`src/rtl/fsm_lect_ram_pkg.sv`:
```
// Shared constants and state encoding for the RAM sweep sequencers.
// Used by fsm_lect_ram and related fsm_inic_ram-style blocks.
package fsm_lect_ram_pkg;

  localparam int unsigned N_POS_DEF  = 32;
  localparam int unsigned W_DATO_DEF = 8;
  localparam int unsigned W_PTR      = 5;
  localparam int unsigned W_CNT      = 6;

  // A cantidad of zero requests a full sweep of every position.
  localparam logic [W_CNT-1:0] CANT_CERO = 6'd32;

  typedef enum logic [2:0] {
    REPOSO  = 3'd0,
    DIR     = 3'd1,
    CAPT    = 3'd2,
    ENTREGA = 3'd3,
    FIN     = 3'd4
  } estado_t;

endpackage

```
`src/rtl/fsm_lect_ram_dec.sv`:
```
// 5-to-32 one-hot decoder; output forced to zero when disabled.
module dec_onehot_5a32 (
  input  logic [4:0]  sel,
  input  logic        en,
  output logic [31:0] onehot
);

  always_comb begin
    onehot = '0;
    if (en) onehot[sel] = 1'b1;
  end

endmodule

```
`src/rtl/fsm_lect_ram.sv`:
```
// Sequential RAM reader: sweeps cantidad positions from inicio, one word
// at a time, handing each to a consumer with a valid/ready-style handshake.
module fsm_lect_ram
  import fsm_lect_ram_pkg::*;
#(
  parameter int unsigned N_POS  = N_POS_DEF,
  parameter int unsigned W_DATO = W_DATO_DEF
) (
  input  logic              clk,
  input  logic              reset,
  input  logic              do_it_lect_ram,
  input  logic [4:0]        inicio,
  input  logic [5:0]        cantidad,
  input  logic [W_DATO-1:0] dato_ram,
  input  logic              listo,
  output logic [N_POS-1:0]  dir_ram,
  output logic              r_ram_enable,
  output logic              w_ram_enable,
  output logic [W_DATO-1:0] dato_out,
  output logic [4:0]        indice,
  output logic              dato_valido,
  output logic              ocupado,
  output logic              fin
);

  estado_t           estado, est_sig;
  logic [W_PTR-1:0]  ptr, ptr_sig;
  logic [W_CNT-1:0]  rem, rem_sig;
  logic              dir_en;
  logic [31:0]       onehot;

  assign w_ram_enable = 1'b0;

  // Next-state, pointer and remaining-count logic.
  always_comb begin
    est_sig = estado;
    ptr_sig = ptr;
    rem_sig = rem;
    case (estado)
      REPOSO: begin
        if (do_it_lect_ram) begin
          ptr_sig = inicio;
          rem_sig = (cantidad == '0) ? CANT_CERO : cantidad;
          est_sig = DIR;
        end
      end
      DIR:  est_sig = CAPT;
      CAPT: est_sig = ENTREGA;
      ENTREGA: begin
        if (listo) begin
          ptr_sig = W_PTR'(ptr + W_PTR'(1));
          rem_sig = W_CNT'(rem - W_CNT'(1));
          est_sig = (rem == W_CNT'(1)) ? FIN : DIR;
        end
      end
      FIN:     est_sig = REPOSO;
      default: est_sig = REPOSO;
    endcase
  end

  // Address is decoded from the upcoming state so dir_ram leaves a register.
  assign dir_en = (est_sig == DIR) || (est_sig == CAPT);

  dec_onehot_5a32 u_dec (
    .sel    (ptr_sig),
    .en     (dir_en),
    .onehot (onehot)
  );

  always_ff @(posedge clk) begin
    if (reset) begin
      estado       <= REPOSO;
      ptr          <= '0;
      rem          <= '0;
      dir_ram      <= '0;
      r_ram_enable <= 1'b0;
      dato_out     <= '0;
      indice       <= '0;
      dato_valido  <= 1'b0;
      ocupado      <= 1'b0;
      fin          <= 1'b0;
    end else begin
      estado       <= est_sig;
      ptr          <= ptr_sig;
      rem          <= rem_sig;
      dir_ram      <= N_POS'(onehot);
      r_ram_enable <= dir_en;
      dato_valido  <= (est_sig == ENTREGA);
      ocupado      <= (est_sig != REPOSO);
      fin          <= (est_sig == FIN);
      // RAM data is valid during CAPT, one cycle after the address.
      if (estado == CAPT) begin
        dato_out <= dato_ram;
        indice   <= ptr;
      end
    end
  end

endmodule
```
`config.mk`:
```
export PLATFORM = sky130hd
export DESIGN_NAME = fsm_lect_ram
export DESIGN_NICKNAME = d
export VERILOG_FILES = /design/src/rtl/fsm_lect_ram_pkg.sv /design/src/rtl/fsm_lect_ram_dec.sv /design/src/rtl/fsm_lect_ram.sv
export SDC_FILE = /design/constraint.sdc
export NUM_CORES = 1
export LEC_CHECK = 0
export CAP_MARGIN = 20
export CORE_MARGIN = 2
export CORE_UTILIZATION = 49
export CTS_BUF_LIST = sky130_fd_sc_hd__clkbuf_16
export CTS_CLUSTER_SIZE = 28
export DETAILED_ROUTE_END_ITERATION = 6
export PLACE_DENSITY = 0.88
export SLEW_MARGIN = 20
export SYNTH_ARGS = -nofsm -noshare
export SYNTH_HDL_FRONTEND = slang
export SYNTH_SLANG_ARGS = --single-unit
```
`constraint.sdc`:
```
create_clock -name clk -period 3.07 [get_ports clk]
set_input_delay 0.921 -clock clk [delete_from_list [all_inputs] [get_ports clk]]
set_output_delay 0.921 -clock clk [all_outputs]
set_load 0.02 [all_outputs]
```
### Word level (Yosys, flattened, before mapping)

Index checks and enable logic that the tools add are counted.

| storage, ports and cells | value |
|---|---|
| logic and storage cells | 46 |
| register bits | 63 |
| input bits | 23 |

| operators by class | value |
|---|---|
| multiplexer cells | 13 |
| reductions and logical operators | 8 |
| order comparisons | 2 |
| equal/unequal tests | 10 |
| bitwise operators | 1 |
| $add $sub $neg | 2 |

Operators by type and width:

| operator | count |
|---|---|
| two-way mux 6 bit | 3 |
| equality test 3 x 2 -> 1 bit, second input constant | 4 |
| one-hot mux 3 bit (4 select lines) | 1 |
| one-hot mux 6 bit (2 select lines) | 1 |
| two-way mux 5 bit | 2 |
| one-hot mux 5 bit (2 select lines) | 1 |
| two-way mux 3 bit | 3 |
| equality test 3 x 1 -> 1 bit, second input constant | 2 |
| equality test 6 x 1 -> 1 bit, second input constant | 1 |
| zero test 6 bit | 1 |
| less-than comparator 5 x 6 -> 1 bit, second input constant | 1 |
| subtractor 6 x 1 -> 6 bit, second input constant | 1 |
| adder 5 x 1 -> 5 bit, second input constant | 1 |
| demux 1 bit (select 5 bit) | 1 |
| >= comparator 5 x 1 -> 1 bit, second input constant | 1 |
| inequality test 2 bit, second input constant | 2 |
| equality test 3 bit, second input constant | 1 |
| zero test 3 bit | 1 |
| AND reduction 3 bit | 1 |
| nonzero test 3 bit | 1 |
| nonzero test 2 bit | 1 |
| OR reduction 2 bit | 1 |
| logical AND 1 bit | 1 |
| logical OR 1 bit | 1 |
| other kinds (2) | 2 |

### Depth between registers and ports, before layout

Gate-level depths: netlist of the first run.

| logic depth | value |
|---|---|
| depth in word-level cells | 8 |
| mapped depth | 8 |
| mapped depth without buffers | 7 |

### By module

From an unflattened synthesis of the first run, not the netlist that was laid out.

| second synthesis, totals | value |
|---|---|
| cells, all modules | 291 |
| area, all modules | 2526.2 um^2 |

By module, submodules not included:

| module | cells an instance | instances | area an instance (um^2) |
|---|---|---|---|
| fsm_lect_ram | 244 | 1 | 2296.0 |
| dec_onehot_5a32 | 47 | 1 | 230.2 |

### Worst setup path before layout of the first run

OpenSTA, ideal clock, no wires.

| timing | value |
|---|---|
| path type | input -> register |
| from | input do_it_lect_ram |
| to | register dir_ram[28] |
| library setup time | 68 ps |
| buffers on the path | 0 |
| slack | 784 ps |
| cell stages on the path | 5 |
| arrival | 2218 ps |
| required time | 3002 ps |
| path through | or4b_4 > and3_4 > a2111oi_4 > nand3_1 > nor2_1 |

| between the ends | value |
|---|---|
| cells in the longest elaborated chain, start to end | 6 |
| elaborated cells on any way between the ends | 14 |
| those cells by class | order compare: 2; eq/ne: 2; mux: 6; bitwise: 1; reduce/logical: 3 |

Ends and longest elaborated chain:

| element | line | text |
|---|---|---|
| start, declared | fsm_lect_ram.sv:11 | `input logic do_it_lect_ram,` |
| two-way mux 5 bit or two-way mux 3 bit (tied branches) | fsm_lect_ram.sv:41 | `if (do_it_lect_ram) begin` |
| one-hot mux 5 bit (2 select lines) or one-hot mux 3 bit (4 select lines) (tied branches) | fsm_lect_ram.sv:39 | `case (estado)` |
| less-than comparator 5 x 6 -> 1 bit (implied by the code) (tied with other cells) | fsm_lect_ram_dec.sv:10 | `if (en) onehot[sel] = 1'b1;` |
| logical AND 1 bit (implied by the code) or logical OR 1 bit (tied branches) | fsm_lect_ram_dec.sv:10, fsm_lect_ram.sv:62 |  |
| two-way mux 1 bit (implied by the code) or NOT 1 bit (tied branches) | - |  |
| demux 1 bit (select 5 bit) or OR reduction 2 bit (tied branches) | - |  |
| end signal, assigned | fsm_lect_ram.sv:86 | `dir_ram <= N_POS'(onehot);` |
| end, declared | fsm_lect_ram.sv:16 | `output logic [N_POS-1:0] dir_ram,` |

Parallel ways exist; a longest one is shown, timed or not.
A chain may end at the register's enable or synchronous reset.

### Worst setup path in the final report of the first run

| timing | value |
|---|---|
| from | input do_it_lect_ram |
| to | register dir_ram[21] |

Same word-level chain as after synthesis.

==> flow_metrics.py, run 1 <==
metrics = {
    "timing": {
        "max_freq_ghz": 0.368,
        "setup_viol": 0,
        "fin_crit_ns": 2.71,
        "hold_viol_final": 0,
        "rsz0062_at_grt": "no",
        "setup_tns_ns": 0,
        "whs_ns": 0.452,
        "slew_violations": 0,
        "finalCritPeriodShare": 0.884,
        "worstMarginPinSlew_ns": 0.739,
        "slew_headroom": 0.503,
        "fin_skew_ns": 0.00651,
    },
    "finish": {
        "finish.utilization": 0.736,
        "final_cell_mix": "clkdlybuf4s50_1 (71), dfxtp_1 (63), nor2_1 (42)",
        "fin_cells": 400,
        "multi_input_area_um2": 1020,
        "drive_above_1_share": 0.0723,
        "nFillCells": 365,
        "seq_area_um2": 1260,
        "final_common_cell": "clkdlybuf4s50_1",
        "antenna_cells": 0,
        "nNetsFinal": 367,
        "syn_to_final_growth_pct": 44.9,
    },
    "logic_synthesis": {
        "ys_seq_elements": 63,
        "ys_warn_count": 0,
        "async_reset_ff_frac": 0,
        "avgSynthCellArea_um2": 8.82,
        "synthDistinctLibCells": 40,
        "netlist_area_um2": 2380,
        "netlist_instances": 270,
        "synth_fp_nets": 296,
        "synth_edf_count": 0,
        "ys.flop_type": "dfxtp_1",
        "ys_seq_area_frac": 0.529,
    },
    "floorplanning": {
        "die_h_um": 73.7,
        "initial_utilization": 0.508,
        "core_area_um2": 4690,
        "die_w_um": 73.7,
        "die_area_um2": 5440,
        "num_io_pins": 73,
        "num_rows": 25,
    },
    "critical_path": {
        "end_kind": "flop",
        "rr_endpoint": "dir_ram[30]",
        "rrSetupSlack_ns": 0.72,
        "critPathMaxFanout": 5,
        "cp-start-kind": "input port",
        "required_ns": 3.32,
        "worst_r2r_startpoint": "estado[1]",
        "worstRegToRegCells": 6,
        "crit_type": "in2reg",
        "cp.arrival_ns": 2.97,
    },
    "route": {
        "first_pass_iters": 5,
        "num_vias": 2265,
        "drt-initial-drc-count": 193,
        "drc_errors": 0,
        "via_per_inst": 5.66,
        "wl_per_cell_um": 15.4,
        "wirelength_um": 6170,
        "drtAntennaViolNets": 0,
    },
    "global_route": {
        "grt_max_degree": 32,
        "grt_pass1_wl_um": 9960,
        "grt.total_usage": 0.244,
        "grt_pass1_vias": 2143,
        "grt_antenna_before_repair": 0,
        "grt-ovfl-total": 0,
    },
    "run": {
        "drv_cap": 0,
    },
    "cts": {
        "cts_root_buf": "clkbuf_16",
        "clock-sinks": 63,
        "postCtsSetupBuffers": 0,
        "clk_latency_ns": 0.33,
        "ctsHtreeMaxLevel": 3,
        "cts_inserted_buffers": 9,
        "clockBufferDepth": 2,
        "cts_resized": 0,
        "cts_tree": "yes",
        "hold_buffers": 0,
        "clk_pin_slew_ns": 0.06,
    },
    "placement": {
        "portBuffers": 71,
        "place_congestion": 0.857,
        "numPlacedInstances": 384,
        "place_hpwl_um": 4220,
    },
    "power": {
        "p_total_mw": 2.25,
        "powerDensity_nw_per_um2": 653,
        "peakVddDrop_mv": 0.473,
        "leakagePower_nw": 1.28,
    },
    "min_path": {
        "whs_endpoint": "dato_out[6]",
        "worstHoldStart": "dato_out[6]",
        "hold_class": "reg2reg",
        "holdPathStages": 2,
    },
    "outcome": {
        "status": "completed",
    },
}
-- sequential cells by signal, indices dropped and copies added, names as in the netlist --
name and flops:
estado 3, ptr 5, rem 6, r_ram_enable 1, dato_valido 1, indice 5
dir_ram 32, fin 1, dato_out 8, ocupado 1
-- final cells by class --
class,count,area share
clock buffers,9,0.0652
clock inverters,7,0.0297
inverters,6,0.00652
multi-input cells,185,0.297
flip-flops and latches,63,0.365
well taps,54,0.0196
repair buffers,76,0.217
-- Yosys cell counts, types with 2 or more instances --
library cell	n	area (um^2)
dfxtp_1	63	1260
nor2_1	42	158
nand2_1	37	139
a21oi_1	20	100
nand3_1	17	85.1
clkbuf_1	12	45.0
o21ai_0	11	55.1
nor3_1	7	35.0
inv_1	6	22.5
nand2b_1	5	31.3
or3_1	4	25.0
a211oi_1	3	22.5
and3b_1	3	26.3
ha_1	3	37.5
nand3b_1	3	22.5
or4_1	3	22.5
a221oi_1	2	17.5
a222oi_1	2	20.0
a22oi_1	2	15.0
and4b_1	2	20.0
buf_2	2	10.0
nor2b_1	2	12.5
o211a_1	2	20.0
-- power by group --
group          internal (mW)  switching (mW)  leakage, nW
clock                  0.720           0.383        0.157
combinational          0.114           0.154        0.613
sequential             0.850          0.0329        0.511
total                   1.68           0.570         1.28
-- per-stage QoR --
step | worst slack (ns) | instance area [um^2]
3_3_place_gp | 0.118 | 3120
6_report | 0.356 | 3450
5_1_grt | 0.261 | 3450
2_1_floorplan | 0.784 | 2380
4_1_cts | 0.365 | 3450
3_5_place_dp | 0.0779 | 3120
-- how the worst max path moves through the flow --
stage,start,end,cells past startpoint
after detailed placement,do_it_lect_ram,dir_ram[9],6
after CTS,do_it_lect_ram,dir_ram[13],6
final,do_it_lect_ram,dir_ram[21],6
after global placement,do_it_lect_ram,dir_ram[29],6
after floorplan,do_it_lect_ram,dir_ram[28],5
after global routing,do_it_lect_ram,dir_ram[25],6
-- worst max-delay path, cell delays in order --
cell and delay, ns:
clkdlybuf4s50_1 0.55, or4b_4 0.51, and3_4 0.20, a2111oi_4 0.41, nand3_1 0.22, nor2_1 0.16
-- routing by layer --
metal,track usage,up-vias,share of wire
li1,-,1079,-
met1,0.279,1053,0.40
met2,0.416,115,0.50
met3,0.0631,18,0.077
met4,0.127,0,0.029
met5,0,-,0
-- kinds of logic (layout without fill, tap and decap cells) --
family	Yosys count	after routing	share of synthesized area
AND/OR/NAND/NOR	131	131	0.272
other	1	1	0.00157
AO/OA/AOI/OAI	50	50	0.141
buffers and inverters	22	98	0.0404
adder cells (fa/ha/maj)	3	3	0.0158
flip-flops	63	63	0.529
Power figures use the tool's default switching activity.
==> run 2, diff against run 1 <==
--- a/config.mk
+++ b/config.mk
@@ -8,7 +8,6 @@
 export CAP_MARGIN = 20
 export CORE_MARGIN = 2
 export CORE_UTILIZATION = 49
-export CTS_BUF_LIST = sky130_fd_sc_hd__clkbuf_16
 export CTS_CLUSTER_SIZE = 28
 export DETAILED_ROUTE_END_ITERATION = 6
 export PLACE_DENSITY = 0.88
==> flow_metrics.py, run 2 (synthesis gave the netlist of run 1 again) <==
metrics = {
    "route": {
        "num_vias": 2250,
        "drtAntennaViolNets": 0,
        "first_pass_iters": 5,
        "via_per_inst": 5.63,
        "drt-initial-drc-count": 116,
        "wl_per_cell_um": 15.1,
        "drc_errors": 0,
        "wirelength_um": 6040,
    },
    "power": {
        "leakagePower_nw": 1.23,
        "powerDensity_nw_per_um2": 588,
        "peakVddDrop_mv": 0.426,
        "p_total_mw": 1.97,
    },
    "timing": {
        "worstMarginPinSlew_ns": 0.736,
        "hold_viol_final": 0,
        "fin_crit_ns": 2.65,
        "whs_ns": 0.453,
        "finalCritPeriodShare": 0.862,
        "slew_violations": 0,
        "fin_skew_ns": 0.0100,
        "setup_tns_ns": 0,
        "setup_viol": 0,
        "rsz0062_at_grt": "no",
        "slew_headroom": 0.505,
        "max_freq_ghz": 0.378,
        "fin_ws_ns": 0.425,
    },
    "cts": {
        "ctsHtreeMaxLevel": 3,
        "clock-sinks": 63,
        "cts_resized": 0,
        "cts_inserted_buffers": 9,
        "clockBufferDepth": 2,
        "clk_latency_ns": 0.35,
        "cts_tree": "yes",
        "cts_root_buf": "clkbuf_8",
        "postCtsSetupBuffers": 0,
        "hold_buffers": 0,
        "clk_pin_slew_ns": 0.07,
    },
    "critical_path": {
        "worstRegToRegCells": 5,
        "worstPathCellList": "clkdlybuf4s50_1, or4b_4, and3_4, a2111oi_4, nand3_1, nor2_1",
        "crit_type": "in2reg",
        "path_depth": 6,
        "rrSetupSlack_ns": 0.81,
        "end_kind": "flop",
        "timing.critical_path.buf_inv": 1,
        "cp-start-kind": "input port",
        "cp.arrival_ns": 2.92,
        "required_ns": 3.35,
        "worst_r2r_startpoint": "estado[1]",
        "crit_path_top_delay_cell": "clkdlybuf4s50_1",
        "crit_family": "simple AND/OR/NAND/NOR gates",
        "worst_path_largest_cell_delay_ns": 0.55,
        "rr_endpoint": "dir_ram[20]",
        "critPathMaxFanout": 5,
    },
    "placement": {
        "pre_cts_slack_ns": 0.0779,
        "place_congestion": 0.857,
        "portBuffers": 71,
        "numPlacedInstances": 384,
        "place_hpwl_um": 4220,
        "placed_cell_area_um2": 3120,
    },
    "finish": {
        "final_cell_mix": "clkdlybuf4s50_1 (71), dfxtp_1 (63), nor2_1 (42)",
        "final_common_cell": "clkdlybuf4s50_1",
        "drive_above_1_share": 0.0723,
        "fin_cells": 400,
        "top_regs": "dir_ram (32), dato_out (8), rem (6)",
        "syn_to_final_growth_pct": 40.7,
        "fin_area_um2": 3350,
        "finish.utilization": 0.714,
        "antenna_cells": 0,
        "nNetsFinal": 367,
        "largest_reg_flops": 32,
        "largest_register": "dir_ram",
    },
    "global_route": {
        "grtUsageMet2": 0.404,
        "grt_pass1_vias": 2107,
        "grt_use_met3": 0.0850,
        "met1_usage": 0.262,
        "top_usage_layer": "met2",
        "grt.total_usage": 0.235,
        "grt-ovfl-total": 0,
        "grt_pass1_wl_um": 9630,
        "grt_antenna_before_repair": 0,
        "grt_max_degree": 32,
    },
    "min_path": {
        "holdPathStages": 2,
        "worstHoldStart": "dato_out[1]",
        "hold_class": "reg2reg",
        "whs_endpoint": "dato_out[1]",
    },
    "outcome": {
        "status": "completed",
    },
    "floorplanning": {
        "die_h_um": 73.7,
        "core_area_um2": 4690,
        "num_rows": 25,
        "die_area_um2": 5440,
        "num_io_pins": 73,
        "initial_utilization": 0.508,
        "die_w_um": 73.7,
    },
    "run": {
        "drv_cap": 0,
    },
}
==> run 2: changes by cell type in the layout (fill, tap and decap cells not counted) <==
cell | before | now
clkbuf_8 | 0 | 9
clkbuf_16 | 9 | 0
==> run 2: final cells by class <==
type	instances	area (um^2)
Sequential cell	63	1260
Multi-Input combinational cell	185	1020
Fill cell	389	1340
Clock buffer	9	124
Timing Repair Buffer	76	748
Clock inverter	7	103
Tap cell	54	67.6
Inverter	6	22.5
==> run 2: worst max-delay path by stage <==
stage                               from     endpoint
after global routing      do_it_lect_ram  dir_ram[25]
after global placement    do_it_lect_ram  dir_ram[29]
after detailed placement  do_it_lect_ram   dir_ram[9]
after floorplan           do_it_lect_ram  dir_ram[28]
final                     do_it_lect_ram  dir_ram[20]
after CTS                 do_it_lect_ram  dir_ram[20]
==> run 2: worst min-delay path: stages (launching register included) <==
cell	delay [ns]
dfxtp_1	0.31
nand2_1	0.05
a21oi_1	0.05
==> run 2: routing by layer <==
layer  part of all wire  wire length [um]
met5                  0                 0
met1               0.41              2480
met3              0.079               476
met4              0.015                89
met2               0.50              3000
==> run 2: where the power goes <==
group          switching, mW  total, mW  leakage [nW]  internal [mW]
registers             0.0324      0.881         0.511          0.849
logic                  0.155      0.269         0.613          0.114
clock network          0.354      0.820         0.111          0.467
total                  0.541       1.97          1.23           1.43
==> run 3, diff against run 2 <==
--- a/config.mk
+++ b/config.mk
@@ -11,6 +11,7 @@
 export CTS_CLUSTER_SIZE = 28
 export DETAILED_ROUTE_END_ITERATION = 6
 export PLACE_DENSITY = 0.88
+export SETUP_SLACK_MARGIN = 0.4
 export SLEW_MARGIN = 20
 export SYNTH_ARGS = -nofsm -noshare
 export SYNTH_HDL_FRONTEND = slang
==> constraint.sdc (replaced) <==
create_clock -name clk -period 3.07 [get_ports clk]
set_input_delay 0.921 -clock clk [delete_from_list [all_inputs] [get_ports clk]]
set_output_delay 0.921 -clock clk [all_outputs]
set_load 0.1 [all_outputs]
==> flow_metrics.py, run 3 (synthesis gave the netlist of run 1 again) <==
metrics = {
    "outcome": {
        "status": "completed",
    },
    "floorplanning": {
        "die_h_um": 73.7,
        "die_w_um": 73.7,
        "num_rows": 25,
        "initial_utilization": 0.508,
        "num_io_pins": 73,
        "core_area_um2": 4690,
        "die_area_um2": 5440,
    },
    "route": {
        "wirelength_um": 5910,
        "drc_errors": 0,
        "wl_per_cell_um": 14.7,
        "via_per_inst": 5.55,
        "drtAntennaViolNets": 0,
        "first_pass_iters": 4,
        "num_vias": 2230,
        "drt-initial-drc-count": 232,
    },
    "global_route": {
        "grt_max_degree": 32,
        "grt_pass1_wl_um": 9270,
        "grt_antenna_before_repair": 0,
        "grt-ovfl-total": 0,
        "grt.total_usage": 0.228,
        "grt_pass1_vias": 1988,
    },
    "timing": {
        "hold_viol_final": 0,
        "max_freq_ghz": 0.381,
        "fin_skew_ns": 0.0134,
        "fin_crit_ns": 2.62,
        "setup_viol": 0,
        "whs_ns": 0.456,
        "setup_tns_ns": 0,
        "rsz0062_at_grt": "yes",
        "fin_ws_ns": 0.447,
        "finalCritPeriodShare": 0.854,
        "slew_violations": 0,
        "slew_headroom": 0.534,
        "worstMarginPinSlew_ns": 0.693,
    },
    "placement": {
        "placed_cell_area_um2": 3000,
        "pre_cts_slack_ns": 0.0607,
        "portBuffers": 71,
        "place_hpwl_um": 4070,
        "place_congestion": 0.829,
    },
    "critical_path": {
        "worst_path_largest_cell_delay_ns": 0.53,
        "crit_family": "simple AND/OR/NAND/NOR gates",
        "timing.critical_path.buf_inv": 1,
        "worstPathCellList": "clkdlybuf4s50_1, or4b_4, and3_4, a2111oi_4, nand3_2, nor2_1",
        "crit_type": "in2reg",
        "cp.arrival_ns": 2.90,
        "crit_path_top_delay_cell": "clkdlybuf4s50_1",
        "critPathMaxFanout": 5,
        "rr_endpoint": "dir_ram[0]",
        "cp-start-kind": "input port",
        "required_ns": 3.35,
        "worstRegToRegCells": 5,
        "end_kind": "flop",
        "rrSetupSlack_ns": 0.77,
        "worst_r2r_startpoint": "estado[1]",
    },
    "finish": {
        "final_common_cell": "dfxtp_1",
        "drive_above_1_share": 0.241,
        "largest_reg_flops": 32,
        "fin_area_um2": 3250,
        "largest_register": "dir_ram",
        "nFillCells": 373,
        "final_cell_mix": "dfxtp_1 (63), buf_4 (56), nor2_1 (42)",
        "nNetsFinal": 369,
        "antenna_cells": 0,
        "top_regs": "dir_ram (32), dato_out (8), rem (6)",
        "syn_to_final_growth_pct": 36.5,
    },
    "cts": {
        "ctsHtreeMaxLevel": 3,
        "hold_buffers": 0,
        "clockBufferDepth": 2,
        "cts_inserted_buffers": 9,
        "cts_tree": "yes",
        "cts_root_buf": "clkbuf_8",
        "clk_latency_ns": 0.35,
        "clk_pin_slew_ns": 0.07,
        "clock-sinks": 63,
    },
    "min_path": {
        "whs_endpoint": "indice[0]",
        "worstHoldStart": "indice[0]",
        "hold_class": "reg2reg",
        "holdPathStages": 2,
    },
    "power": {
        "p_total_mw": 1.99,
        "powerDensity_nw_per_um2": 611,
        "leakagePower_nw": 1.33,
        "peakVddDrop_mv": 0.413,
    },
    "run": {
        "drv_cap": 0,
    },
}
run 3: cell count changes in the layout (fill, tap and decap cells not counted), moves of 2 or more:
cell / previous run / this run
clkdlybuf4s50_1: 71 / 22
nand2b_1: 5 / 3
buf_4: 5 / 56
nand3_1: 17 / 13
nand2b_2: 0 / 2
nand3_2: 0 / 4
run 3: tightest hold or removal path, delay by kind of cell (launching register included):
family / cells / cell delay (ns)
flops: 1 / 0.31
compound gates: 1 / 0.05
simple gates: 1 / 0.05
run 3: cell type report:
class,instances,area (um^2),area share
Clock buffer,9,124,0.0381
Tap cell,54,67.6,0.0208
Timing Repair Buffer,78,641,0.197
Inverter,6,22.5,0.00693
Clock inverter,7,80.1,0.0246
Multi-Input combinational cell,185,1060,0.325
Sequential cell,63,1260,0.388
run 3: repair_timing:
action                                  in CTS  in global routing
resized for setup                            0                  8
endpoints found under the setup margin       0                 19
setup buffers                                0                  2
run 3: worst max path at each step:
stage | start | endpoint | slack [ns] | depth (start not counted)
final | do_it_lect_ram | dir_ram[0] | 0.45 | 6
after floorplan | do_it_lect_ram | dir_ram[28] | 0.78 | 5
after global routing | do_it_lect_ram | dir_ram[4] | 0.32 | 6
after global placement | do_it_lect_ram | dir_ram[25] | 0.12 | 6
after CTS | do_it_lect_ram | dir_ram[0] | 0.45 | 6
after detailed placement | do_it_lect_ram | dir_ram[24] | 0.06 | 6
run 3: metrics by stage:
stage | util | instances
2_1_floorplan | - | 270
3_3_place_gp | 0.640 | 384
3_5_place_dp | 0.640 | 384
4_1_cts | 0.683 | 400
5_1_grt | 0.693 | 402
6_report | 0.693 | 402
run 3: layer usage:
layer  wire [um]  up-vias  track usage
li1            -     1079            -
met1        2570     1038        0.282
met2        2720       94        0.355
met3         413       19       0.0508
met4         210        0        0.147
met5           0        -            0
run 3: report_power, final:
group	leakage [nW]	internal (mW)	switching, mW
sequential	0.511	0.849	0.0321
clock	0.0964	0.383	0.347
combinational	0.723	0.114	0.263
total	1.33	1.35	0.643
